$ cat src/rtl/fpu_pkg.sv
// Shared types and defaults for the FPU dispatcher, decoder and arithmetic units.
package fpu_pkg;

  localparam int unsigned N_UNITS_DEF = 5;
  localparam int unsigned OPC_W_DEF   = 3;
  localparam int unsigned DATA_W_DEF  = 32;
  localparam int unsigned TIMEOUT_DEF = 16;

  typedef enum logic [1:0] {
    IDLE  = 2'd0,
    ISSUE = 2'd1,
    WAIT  = 2'd2,
    HOLD  = 2'd3
  } state_t;

  localparam logic [1:0] ERR_OK      = 2'd0;
  localparam logic [1:0] ERR_ILLEGAL = 2'd1;
  localparam logic [1:0] ERR_TIMEOUT = 2'd2;

endpackage

$ cat src/rtl/fpu_dispatch_timer.sv
// Watchdog up-counter: cleared on issue, counts while waiting, flags TIMEOUT-1.
module fpu_dispatch_timer
  import fpu_pkg::*;
#(
  parameter int unsigned TIMEOUT = TIMEOUT_DEF
) (
  input  logic clk,
  input  logic rst_n,
  input  logic clr,
  input  logic en,
  output logic tc
);

  localparam int unsigned CNT_W = $clog2(TIMEOUT) + 1;

  logic [CNT_W-1:0] cnt;

  // Count up while enabled; saturate at all-ones so the counter never wraps.
  always_ff @(posedge clk or negedge rst_n) begin
    if (!rst_n) begin
      cnt <= '0;
    end else if (clr) begin
      cnt <= '0;
    end else if (en && (cnt != '1)) begin
      cnt <= cnt + CNT_W'(1);
    end
  end

  assign tc = (cnt == CNT_W'(TIMEOUT - 1));

endmodule

$ cat src/rtl/fpu_dispatch.sv
// Handshaked FPU opcode dispatcher: start pulse, done/timeout wait, result hold.
module fpu_dispatch
  import fpu_pkg::*;
#(
  parameter int unsigned N_UNITS = N_UNITS_DEF,
  parameter int unsigned OPC_W   = OPC_W_DEF,
  parameter int unsigned DATA_W  = DATA_W_DEF,
  parameter int unsigned TIMEOUT = TIMEOUT_DEF
) (
  input  logic                        clk,
  input  logic                        rst_n,
  input  logic                        in_valid,
  output logic                        in_ready,
  input  logic [OPC_W-1:0]            in_opc,
  output logic [N_UNITS-1:0]          unit_start,
  input  logic [N_UNITS-1:0]          unit_done,
  input  logic [N_UNITS*DATA_W-1:0]   unit_result,
  output logic                        out_valid,
  input  logic                        out_ready,
  output logic [DATA_W-1:0]           out_data,
  output logic [OPC_W-1:0]            out_opc,
  output logic [1:0]                  out_err,
  output logic                        busy
);

  state_t            state;
  logic [OPC_W-1:0]  sel;
  logic              tc_c;
  logic              legal_c;
  logic              done_sel_c;
  logic [N_UNITS-1:0] dec_c;
  logic [N_UNITS-1:0] hit_c;
  logic [DATA_W-1:0] acc_c [N_UNITS+1];

  assign in_ready = (state == IDLE);
  assign busy     = (state != IDLE);
  assign legal_c  = ({1'b0, in_opc} < (OPC_W+1)'(N_UNITS));

  // Per-unit opcode decode and result mux built from indexed part-selects.
  assign acc_c[0] = '0;
  for (genvar k = 0; k < N_UNITS; k++) begin : g_unit
    assign dec_c[k]   = (in_opc == OPC_W'(k));
    assign hit_c[k]   = (sel == OPC_W'(k));
    assign acc_c[k+1] = acc_c[k] | (unit_result[k*DATA_W +: DATA_W] & {DATA_W{hit_c[k]}});
  end

  // Only the selected unit's done strobe matters.
  assign done_sel_c = |(unit_done & hit_c);

  fpu_dispatch_timer #(
    .TIMEOUT (TIMEOUT)
  ) u_timer (
    .clk   (clk),
    .rst_n (rst_n),
    .clr   (state == ISSUE),
    .en    (state == WAIT),
    .tc    (tc_c)
  );

  // Dispatch FSM with registered start pulse and result port.
  always_ff @(posedge clk or negedge rst_n) begin
    if (!rst_n) begin
      state      <= IDLE;
      sel        <= '0;
      unit_start <= '0;
      out_valid  <= 1'b0;
      out_data   <= '0;
      out_opc    <= '0;
      out_err    <= ERR_OK;
    end else begin
      unit_start <= '0;
      case (state)
        IDLE: begin
          if (in_valid) begin
            sel <= in_opc;
            if (legal_c) begin
              state      <= ISSUE;
              unit_start <= dec_c;
            end else begin
              state     <= HOLD;
              out_valid <= 1'b1;
              out_data  <= '0;
              out_opc   <= in_opc;
              out_err   <= ERR_ILLEGAL;
            end
          end
        end
        ISSUE: begin
          state <= WAIT;
        end
        WAIT: begin
          if (done_sel_c) begin
            state     <= HOLD;
            out_valid <= 1'b1;
            out_data  <= acc_c[N_UNITS];
            out_opc   <= sel;
            out_err   <= ERR_OK;
          end else if (tc_c) begin
            state     <= HOLD;
            out_valid <= 1'b1;
            out_data  <= '0;
            out_opc   <= sel;
            out_err   <= ERR_TIMEOUT;
          end
        end
        HOLD: begin
          if (out_ready) begin
            state     <= IDLE;
            out_valid <= 1'b0;
          end
        end
        default: begin
          state <= IDLE;
        end
      endcase
    end
  end

endmodule
$ cat config.mk
export PLATFORM = sky130hd
export DESIGN_NAME = fpu_dispatch
export DESIGN_NICKNAME = d
export VERILOG_FILES = /design/src/rtl/fpu_pkg.sv /design/src/rtl/fpu_dispatch_timer.sv /design/src/rtl/fpu_dispatch.sv
export SDC_FILE = /design/constraint.sdc
export NUM_CORES = 1
export LEC_CHECK = 0
export CAP_MARGIN = 20
export CORE_ASPECT_RATIO = 0.7
export CORE_MARGIN = 5
export CORE_UTILIZATION = 37
export DETAILED_ROUTE_END_ITERATION = 6
export PLACE_DENSITY = 0.84
export SLEW_MARGIN = 30
export SYNTH_ARGS = -nofsm -noshare
export SYNTH_HDL_FRONTEND = slang
export SYNTH_HIERARCHICAL = 1
export SYNTH_SLANG_ARGS = --single-unit
export TNS_END_PERCENT = 5
$ cat constraint.sdc
create_clock -name clk -period 2.25 [get_ports clk]
set_input_delay 0.5625 -clock clk [delete_from_list [all_inputs] [get_ports clk]]
set_output_delay 0.5625 -clock clk [all_outputs]
set_load 0.01 [all_outputs]
---- After elaboration in Yosys (flattened, before gate mapping) ----
Cells that the tools add are included.
cells by class
  reduce and logical (&&, ||, !) cells .... 13
  multiplexer cells ....................... 32
  $lt $le $gt $ge ......................... 1
  $add $sub $neg .......................... 1
  equality and inequality tests ........... 17
  bitwise logic cells ..................... 10
operator list
  operator                                              count
  AND 32 bit                                            5
  2-to-1 mux 32 bit                                     4
  OR 32 bit                                             4
  case mux 32 bit (2 select lines)                      1
  2-to-1 mux 5 bit                                      5
  2-to-1 mux 2 bit                                      9
  equality test 3 x 2 -> 1 bit (second input constant)  4
  2-to-1 mux 3 bit                                      4
  case mux 2 bit (4 select lines)                       1
  equality test 3 x 1 -> 1 bit (second input constant)  2
  equality test 3 bit (second input constant)           2
  logical NOT 3 bit                                     2
  != test 2 bit (second input constant)                 3
  case mux 3 bit (2 select lines)                       1
  nonzero test 2 bit                                    3
  adder 5 x 1 -> 5 bit (second input constant)          1
  AND 5 bit                                             1
  equality test 5 x 4 -> 1 bit (second input constant)  1
  2-to-1 mux 1 bit                                      5
  != test 5 bit (second input constant)                 1
  AND reduction 5 bit                                   1
  OR reduction 5 bit                                    1
  equality test 2 bit (second input constant)           2
  case mux 2 bit (2 select lines)                       1
  other kinds (10)                                      10
storage, ports and cells
  bits of input ports ..................... 172
  logic and storage cells ................. 82
  bits in registers ....................... 53
  output and inout port bits .............. 45

---- Depth between registers and ports, before layout ----
Gate-level depths: netlist (run 1).
  depth in word-level cells ............... 8
  depth in mapped cells ................... 10
  depth with buffers taken out ............ 8

---- Modules after synthesis ----
The synthesis (run 1) kept the hierarchy.
modules (own cells, without submodules)
  module              instances  sequential area each (sq um)  area each (sq um)  cells each
  fpu_dispatch        1          1201.2                        3133.0             328
  fpu_dispatch_timer  1          125.1                         272.8              24

---- Least setup slack after synthesis (run 1) ----
OpenSTA, ideal clock, no wires.
  kind .................................... flip-flop to flip-flop
  start point ............................. register u_timer.cnt[0]
  end point ............................... register out_err[1]
  arrival ................................. 1.903 ns
  slack ................................... 0.252 ns
  clock period less this slack ............ 1.998 ns
  path buffers ............................ 2
  stages on the path, launching flop included .. 11
  path through ............................ dfrtp_1 -> ha_1 -> and3_1 -> ha_1 -> nand2b_1 -> a311oi_2 -> a21bo_2 -> buf_2 -> buf_6 -> nand2_1 -> o31ai_1
between the ends
  cells in the longest elaborated chain, start to end .. 3
RTL lines
  element                        RTL line                  text
  start, declared                fpu_dispatch_timer.sv:16  logic [CNT_W-1:0] cnt;
  start signal, assigned         fpu_dispatch_timer.sv:25  cnt <= cnt + CNT_W'(1);
  equality test 5 x 4 -> 1 bit   fpu_dispatch_timer.sv:29  assign tc = (cnt == CNT_W'(TIMEOUT - 1));
  named net tc_c                 fpu_dispatch.sv:28        logic tc_c;
  != test 3 bit (no line)        -
  AND reduction 4 bit (no line)  -
  end signal, assigned           fpu_dispatch.sv:69        out_err <= ERR_OK;
  end signal, assigned           fpu_dispatch.sv:84        out_err <= ERR_ILLEGAL;
  end signal, assigned           fpu_dispatch.sv:97        out_err <= ERR_OK;
  end, declared                  fpu_dispatch.sv:22        output logic [1:0] out_err,
The timed path passes the listed nets, and every way through them passes these cells.
A chain may end at the register's enable or synchronous reset.

---- Worst setup path in the final report (run 1) ----
  start point ............................. register state[0]
  end point ............................... output in_ready
between the ends
  cells in the longest elaborated chain, start to end .. 1
RTL lines
  element                 RTL line            text
  start, declared         fpu_dispatch.sv:26  state_t state;
  start signal, assigned  fpu_dispatch.sv:63  state <= IDLE;
  start signal, assigned  fpu_dispatch.sv:77  state <= ISSUE;
  start signal, assigned  fpu_dispatch.sv:80  state <= HOLD;
  logical NOT 2 bit       fpu_dispatch.sv:35  assign in_ready = (state == IDLE);
  end, declared           fpu_dispatch.sv:13  output logic in_ready,
No other way between the ends.

==> flow_metrics.py, run 1 <==
metrics = {
    "routing": {
        "vias": 3790,
        "ant_nets": 0,
        "drt_iter0_markers": 169,
        "first_pass_iters": 5,
        "highest_layer": "met4",
        "drt-met1-wl_mm": 5.384,
        "routed_wl_mm": 13.06,
        "route.met2.wl_mm": 6.419,
        "wire_per_inst_um": 18.93,
        "drc": 0,
        "wl_met3_mm": 1.013,
        "viasPerCell": 5.493,
    },
    "sta": {
        "fin_crit_sh": 0.9604,
        "clock_skew_ps": 6.735,
        "finalCriticalPeriod_ps": 2161,
        "setup_tns_ps": 0,
        "worstMarginPinSlew_ps": 662.8,
        "slew_headroom": 0.5561,
        "timing.fmax_mhz": 462.8,
        "rsz0062_at_grt": "true",
        "slew_violations": 0,
        "fin_ws_ps": 89.05,
        "setup-violations-final": 0,
        "final_hold_viol_count": 0,
    },
    "cells_and_area": {
        "final_nets": 744,
        "area_growth_syn_to_layout_pct": 74.21,
        "final_util": 0.6567,
        "final-instance-count-excl-fill": 690,
        "diodes": 0,
        "fillCellCount": 713,
        "final_area_um2": 5933,
        "final_layout_size_suffix_gt1_frac": 0.09894,
    },
    "global_route": {
        "antenna_found_initial": 0,
        "grt_max_degree": 40,
        "grt_pass1_wl_mm": 20.50,
        "grt.total_usage": 0.2225,
        "grt_pass1_vias": 3892,
        "grt_overflow": 0,
    },
    "synth": {
        "synthTopCellsByArea": "dfrtp_1 39%, a22oi_1 10%, a22o_1 8.5%",
        "synth_area_um2": 3406,
        "synth_top_area_share": 0.3894,
        "synth_edf_count": 0,
        "ys_async_sr_fraction": 1.000,
        "yosysSeqAreaShare": 0.3894,
        "synth.avg_cell_area_um2": 9.675,
        "synth_top_cell_by_area": "dfrtp_1",
        "syn_nets": 531,
        "synth-seq-cells": 53,
        "synth_cell_type_count": 41,
        "synthFlopType": "dfrtp_1",
        "synthCells": 352,
        "ys_warn_count": 6,
    },
    "clock_tree": {
        "cts_sinks": 53,
        "cts_made_buffers": 5,
        "cts_hold_buf": 0,
        "insertion_delay_ps": 280,
        "cts_tree": "yes",
        "clk_pin_slew_ps": 70,
        "htreeDepth": 2,
        "cts_root_buf": "clkbuf_16",
        "cts.path.max_buffers": 2,
    },
    "floorplanning": {
        "dieArea_um2": 11250,
        "dieHeight_um": 90.27,
        "coreArea_um2": 9035,
        "start_util": 0.3770,
        "top_level_ports": 217,
        "die_w_um": 124.7,
        "rows": 29,
    },
    "place": {
        "place_hpwl_mm": 10.37,
        "dpl.cell_count": 681,
        "place.gp.congestion": 0.8674,
        "io_buffers": 216,
        "placed_area_um2": 5779,
        "dp_worst_setup_slack_ps": -115.8,
    },
    "critical_path": {
        "end_kind": "output port",
        "worstSetupPathType": "reg2out",
        "cp.arrival_ps": 1600,
        "cp-start-kind": "register",
        "path_max_fanout": 4,
        "required_ps": 1690,
    },
    "min_path": {
        "hp-class": "in2async",
    },
    "job": {
        "timing.max_cap.violations": 0,
    },
    "status": {
        "status": "complete, no violations",
    },
    "pwr": {
        "p_leak_nw": 2.422,
        "vdd_drop_max_mv": 0.5864,
        "powerDensity_nw_per_um2": 1180,
    },
}
-- cells by family after synthesis --
group | share of synthesized area
flip-flops | 0.3894
buffers and inverters | 0.05768
AND/OR/NAND/NOR | 0.09038
adder cells (fa/ha/maj) | 0.02572
AO/OA/AOI/OAI | 0.3115
multiplexers | 0.1201
XOR/XNOR | 0.005144
-- what timing repair did --
item	4_1_cts	5_1_grt
gates resized for setup	0	1
endpoints found under the hold margin	0	0
buffers inserted	0	1
endpoints found under the setup margin	0	3
-- routing by layer --
metal | global-route usage | vias up
met5 | 0 | -
met4 | 0.04745 | 0
met3 | 0.06206 | 23
met2 | 0.3853 | 189
met1 | 0.2781 | 1796
li1 | - | 1782
-- flip-flops by register name, summed over array words and instances (netlist names) --
name	count
out_data	32
out_err	2
out_opc	3
out_valid	1
sel	3
state	2
u_timer/cnt	5
unit_start	5
-- path summary, 6_finish.rpt --
| path | end | startpoint | slack (ps) | cells after the start |
|---|---|---|---|---|
| setup / recovery | in_ready | state[0] | 90 | 3 |
| hold / removal | out_data[4] | rst_n | 280 | 1 |
| setup reg to reg | out_data[25] | u_timer/cnt[0] | 120 | 8 |
| hold reg to reg | out_data[2] | out_data[2] | 510 | 1 |
| max in group asynchronous | sel[0] | rst_n | 1400 | 2 |
| min in group clk | out_data[2] | out_data[2] | 510 | 1 |
-- cells in the final DEF, fill, tap and decap left out, types with 3 or more instances in the layout --
| cell type | n |
|---|---|
| a21oi_1 | 23 |
| a22o_1 | 33 |
| a22oi_1 | 46 |
| buf_12 | 4 |
| buf_4 | 21 |
| clkbuf_16 | 5 |
| clkdlybuf4s50_1 | 215 |
| dfrtp_1 | 51 |
| ha_1 | 6 |
| inv_1 | 6 |
| mux2_2 | 14 |
| mux2i_1 | 24 |
| nand2_1 | 10 |
| nand2b_1 | 3 |
| nor2_1 | 30 |
| o21ai_1 | 4 |
| o22ai_1 | 32 |
-- cell usage after synthesis, drive strengths merged, types with 3 or more instances --
cell    number
mux2        15
ha           7
o22ai       32
mux2i       24
dfrtp       53
a21oi       23
nor2        31
inv          6
nand2       10
a22oi       46
o21ai        5
a22o        33
buf         16
nor2b        3
clkbuf      19
nand2b       3
-- critical path, cell delays in order (launching register included) --
cell and delay, ps:
dfrtp_1 400, inv_1 110, ha_2 230, clkdlybuf4s50_1 570
-- stage by stage --
stage | hold WS, ps | total power [mW]
final | 283.8 | 7.004
after global routing | 342.6 | 7.486
after CTS | 296.6 | 7.039
after detailed placement | 494.9 | 6.270
after global placement | 473.1 | 6.145
after floorplan | 266.9 | 4.316
-- where the power goes --
group	switching [mW]	leakage [nW]	internal, mW
Combinational	2.27	1.66	2.30
Clock	0.325	0.0631	0.413
Sequential	0.331	0.704	1.37
-- final cells by class --
| type | instances | area [um2] | share of cell area |
|---|---|---|---|
| repair buffers | 241 | 2395 | 0.4036 |
| inverters | 6 | 22.52 | 0.003796 |
| well taps | 124 | 155.1 | 0.02615 |
| multi-input cells | 258 | 1888 | 0.3182 |
| flip-flops and latches | 53 | 1329 | 0.2240 |
| clock inverters | 2 | 15.01 | 0.002531 |
| clock buffers | 6 | 128.9 | 0.02172 |
Power figures use the tool's default switching activity.
==> run 2, diff against run 1 <==
Clock period 2.25 ns to 2.1 ns, I/O delays scaled along.
==> run 2 against run 1 <==
The flow now finishes with violations (setup timing). Sequential power up 7%. Power up 15%. Die area unchanged. Clock power up 7.6%. Largest cell class unchanged. Combinational power up 19%. Worst setup slack worse by 110 ps. Largest power group unchanged. Wire length up 6.9%. Sequential cell count unchanged. Critical path depth up 3. Sequential share of layout area down 0.66 points. Non-clock buffer count up 14.
==> flow_metrics.py, run 2 (synthesis results as in run 1) <==
metrics = {
    "floorplanning": {
        "start_util": 0.3770,
        "rows": 29,
        "dieArea_um2": 11250,
        "coreArea_um2": 9035,
        "die_w_um": 124.7,
        "top_level_ports": 217,
        "dieHeight_um": 90.27,
    },
    "pwr": {
        "vdd_drop_max_mv": 0.6262,
        "power_mw": 8.057,
        "p_leak_nw": 2.512,
        "powerDensity_nw_per_um2": 1318,
    },
    "status": {
        "failed_checks": "setup timing",
        "status": "complete, but fails checks",
    },
    "routing": {
        "drt_iter0_markers": 197,
        "first_pass_iters": 4,
        "routed_wl_mm": 13.96,
        "wire_per_inst_um": 19.83,
        "viasPerCell": 5.544,
        "vias": 3903,
        "ant_nets": 0,
        "drc": 0,
    },
    "critical_path": {
        "path_max_fanout": 10,
        "crit_chain": "clkdlybuf4s50_1 > nor4b_1 > a311oi_4 > a21bo_4 > clkbuf_16 > a22o_1",
        "cpPeakStageDelay_ps": 520,
        "cp.arrival_ps": 2300,
        "cp-start-kind": "input port",
        "required_ps": 2270,
        "worstSetupPathType": "in2reg",
        "end_kind": "register",
        "cp_slowest_cell": "nor4b_1",
    },
    "sta": {
        "setup_tns_ps": -218.3,
        "clock_skew_ps": 4.037,
        "final_hold_viol_count": 0,
        "slew_violations": 0,
        "setup-violations-final": 18,
        "slew_headroom": 0.5891,
        "timing.fmax_mhz": 471.0,
        "rsz0062_at_grt": "true",
        "fin_hold_ws_ps": 183.6,
        "finalCriticalPeriod_ps": 2123,
        "fin_ws_ps": -22.96,
        "worstMarginPinSlew_ps": 607.7,
        "fin_crit_sh": 1.011,
    },
    "cells_and_area": {
        "final_nets": 758,
        "final-instance-count-excl-fill": 704,
        "multi_input_area_um2": 1944,
        "regMostFlops": "out_data",
        "fillCellCount": 699,
        "final_layout_size_suffix_gt1_frac": 0.1293,
        "largestRegisters": "out_data: 32 flops, u_timer/cnt: 5 flops, unit_start: 5 flops",
        "layout_commonest_cell": "clkdlybuf4s50_1",
        "final_cell_mix": "213 x clkdlybuf4s50_1, 51 x dfrtp_1, 46 x a22oi_1, 33 x a22o_1, 33 x buf_4",
        "largest_register_ffs": 32,
        "regArea_um2": 1329,
        "area_growth_syn_to_layout_pct": 79.54,
        "diodes": 0,
    },
    "clock_tree": {
        "cts_made_buffers": 5,
        "cts.path.max_buffers": 2,
        "clk_pin_slew_ps": 70,
        "cts_sinks": 53,
        "insertion_delay_ps": 280,
        "cts_tree": "yes",
        "cts_root_buf": "clkbuf_16",
        "htreeDepth": 2,
    },
    "place": {
        "io_buffers": 216,
        "dp_worst_setup_slack_ps": -201.7,
        "dpl.cell_count": 687,
        "place_hpwl_mm": 10.77,
        "place.gp.congestion": 0.8791,
    },
    "min_path": {
        "hp-class": "in2async",
    },
    "global_route": {
        "grt_pass1_vias": 4064,
        "grt_max_degree": 40,
        "antenna_found_initial": 0,
        "grt_overflow": 0,
        "grt.total_usage": 0.2300,
        "grt_pass1_wl_mm": 21.27,
    },
    "job": {
        "timing.max_cap.violations": 0,
    },
}
## run 2: cell count changes in the layout (fill, tap and decap cells not counted), sizes merged
cell / before / now
dlygate4sd2: 0 / 2
clkinvlp: 2 / 1
clkdlybuf4s50: 215 / 213
buf: 26 / 38
clkbuf: 6 / 9
## run 2: cell type report
class                           instances  share of cell area
Timing Repair Buffer                  255              0.4127
Inverter                                6            0.003683
Tap cell                              124             0.02537
Clock buffer                            7             0.02169
Sequential cell                        53              0.2173
Multi-Input combinational cell        258              0.3180
Clock inverter                          1            0.001228
## run 2: per-layer routing
| layer | track usage | up-vias | share of wire |
|---|---|---|---|
| met4 | 0.04380 | 0 | 0.011 |
| met3 | 0.06738 | 18 | 0.072 |
| met1 | 0.2804 | 1908 | 0.42 |
| met5 | 0 | - | 0 |
| li1 | - | 1815 | - |
| met2 | 0.4069 | 162 | 0.50 |
## run 2: path summary, 6_finish.rpt
kind                            endpoint            from  cells past startpoint  slack, ps
setup / recovery             out_data[6]    unit_done[0]                      6        -20
hold / removal             unit_start[0]           rst_n                      1        180
setup reg to reg               out_valid  u_timer/cnt[0]                      9         30
hold reg to reg               out_err[1]      out_err[1]                      2        490
max in group asynchronous   out_data[23]           rst_n                      2       1370
min in group clk              out_err[1]      out_err[1]                      2        490
## run 2: through the flow
step	area, um2	util
after floorplan	3406	-
after global placement	5809	0.6430
after detailed placement	5809	0.6430
after CTS	5967	0.6604
after global routing	6115	0.6768
final	6115	0.6768
## run 2: timing repair
item / in CTS / in global routing
pin swaps: 0 / 6
hold buffers: 0 / 0
setup endpoints to repair: 3 / 39
resized for setup: 4 / 10
buffers inserted: 1 / 5
gates cloned: 0 / 3
## run 2: where the power goes
group,switching [mW],internal [mW]
Sequential,0.355,1.47
Clock,0.350,0.443
Combinational,2.66,2.79
## run 2: worst max-delay path, delay by kind of cell
kind | cells | cell delay (ps)
compound gates | 3 | 590
simple gates | 1 | 520
buf+inv | 2 | 660
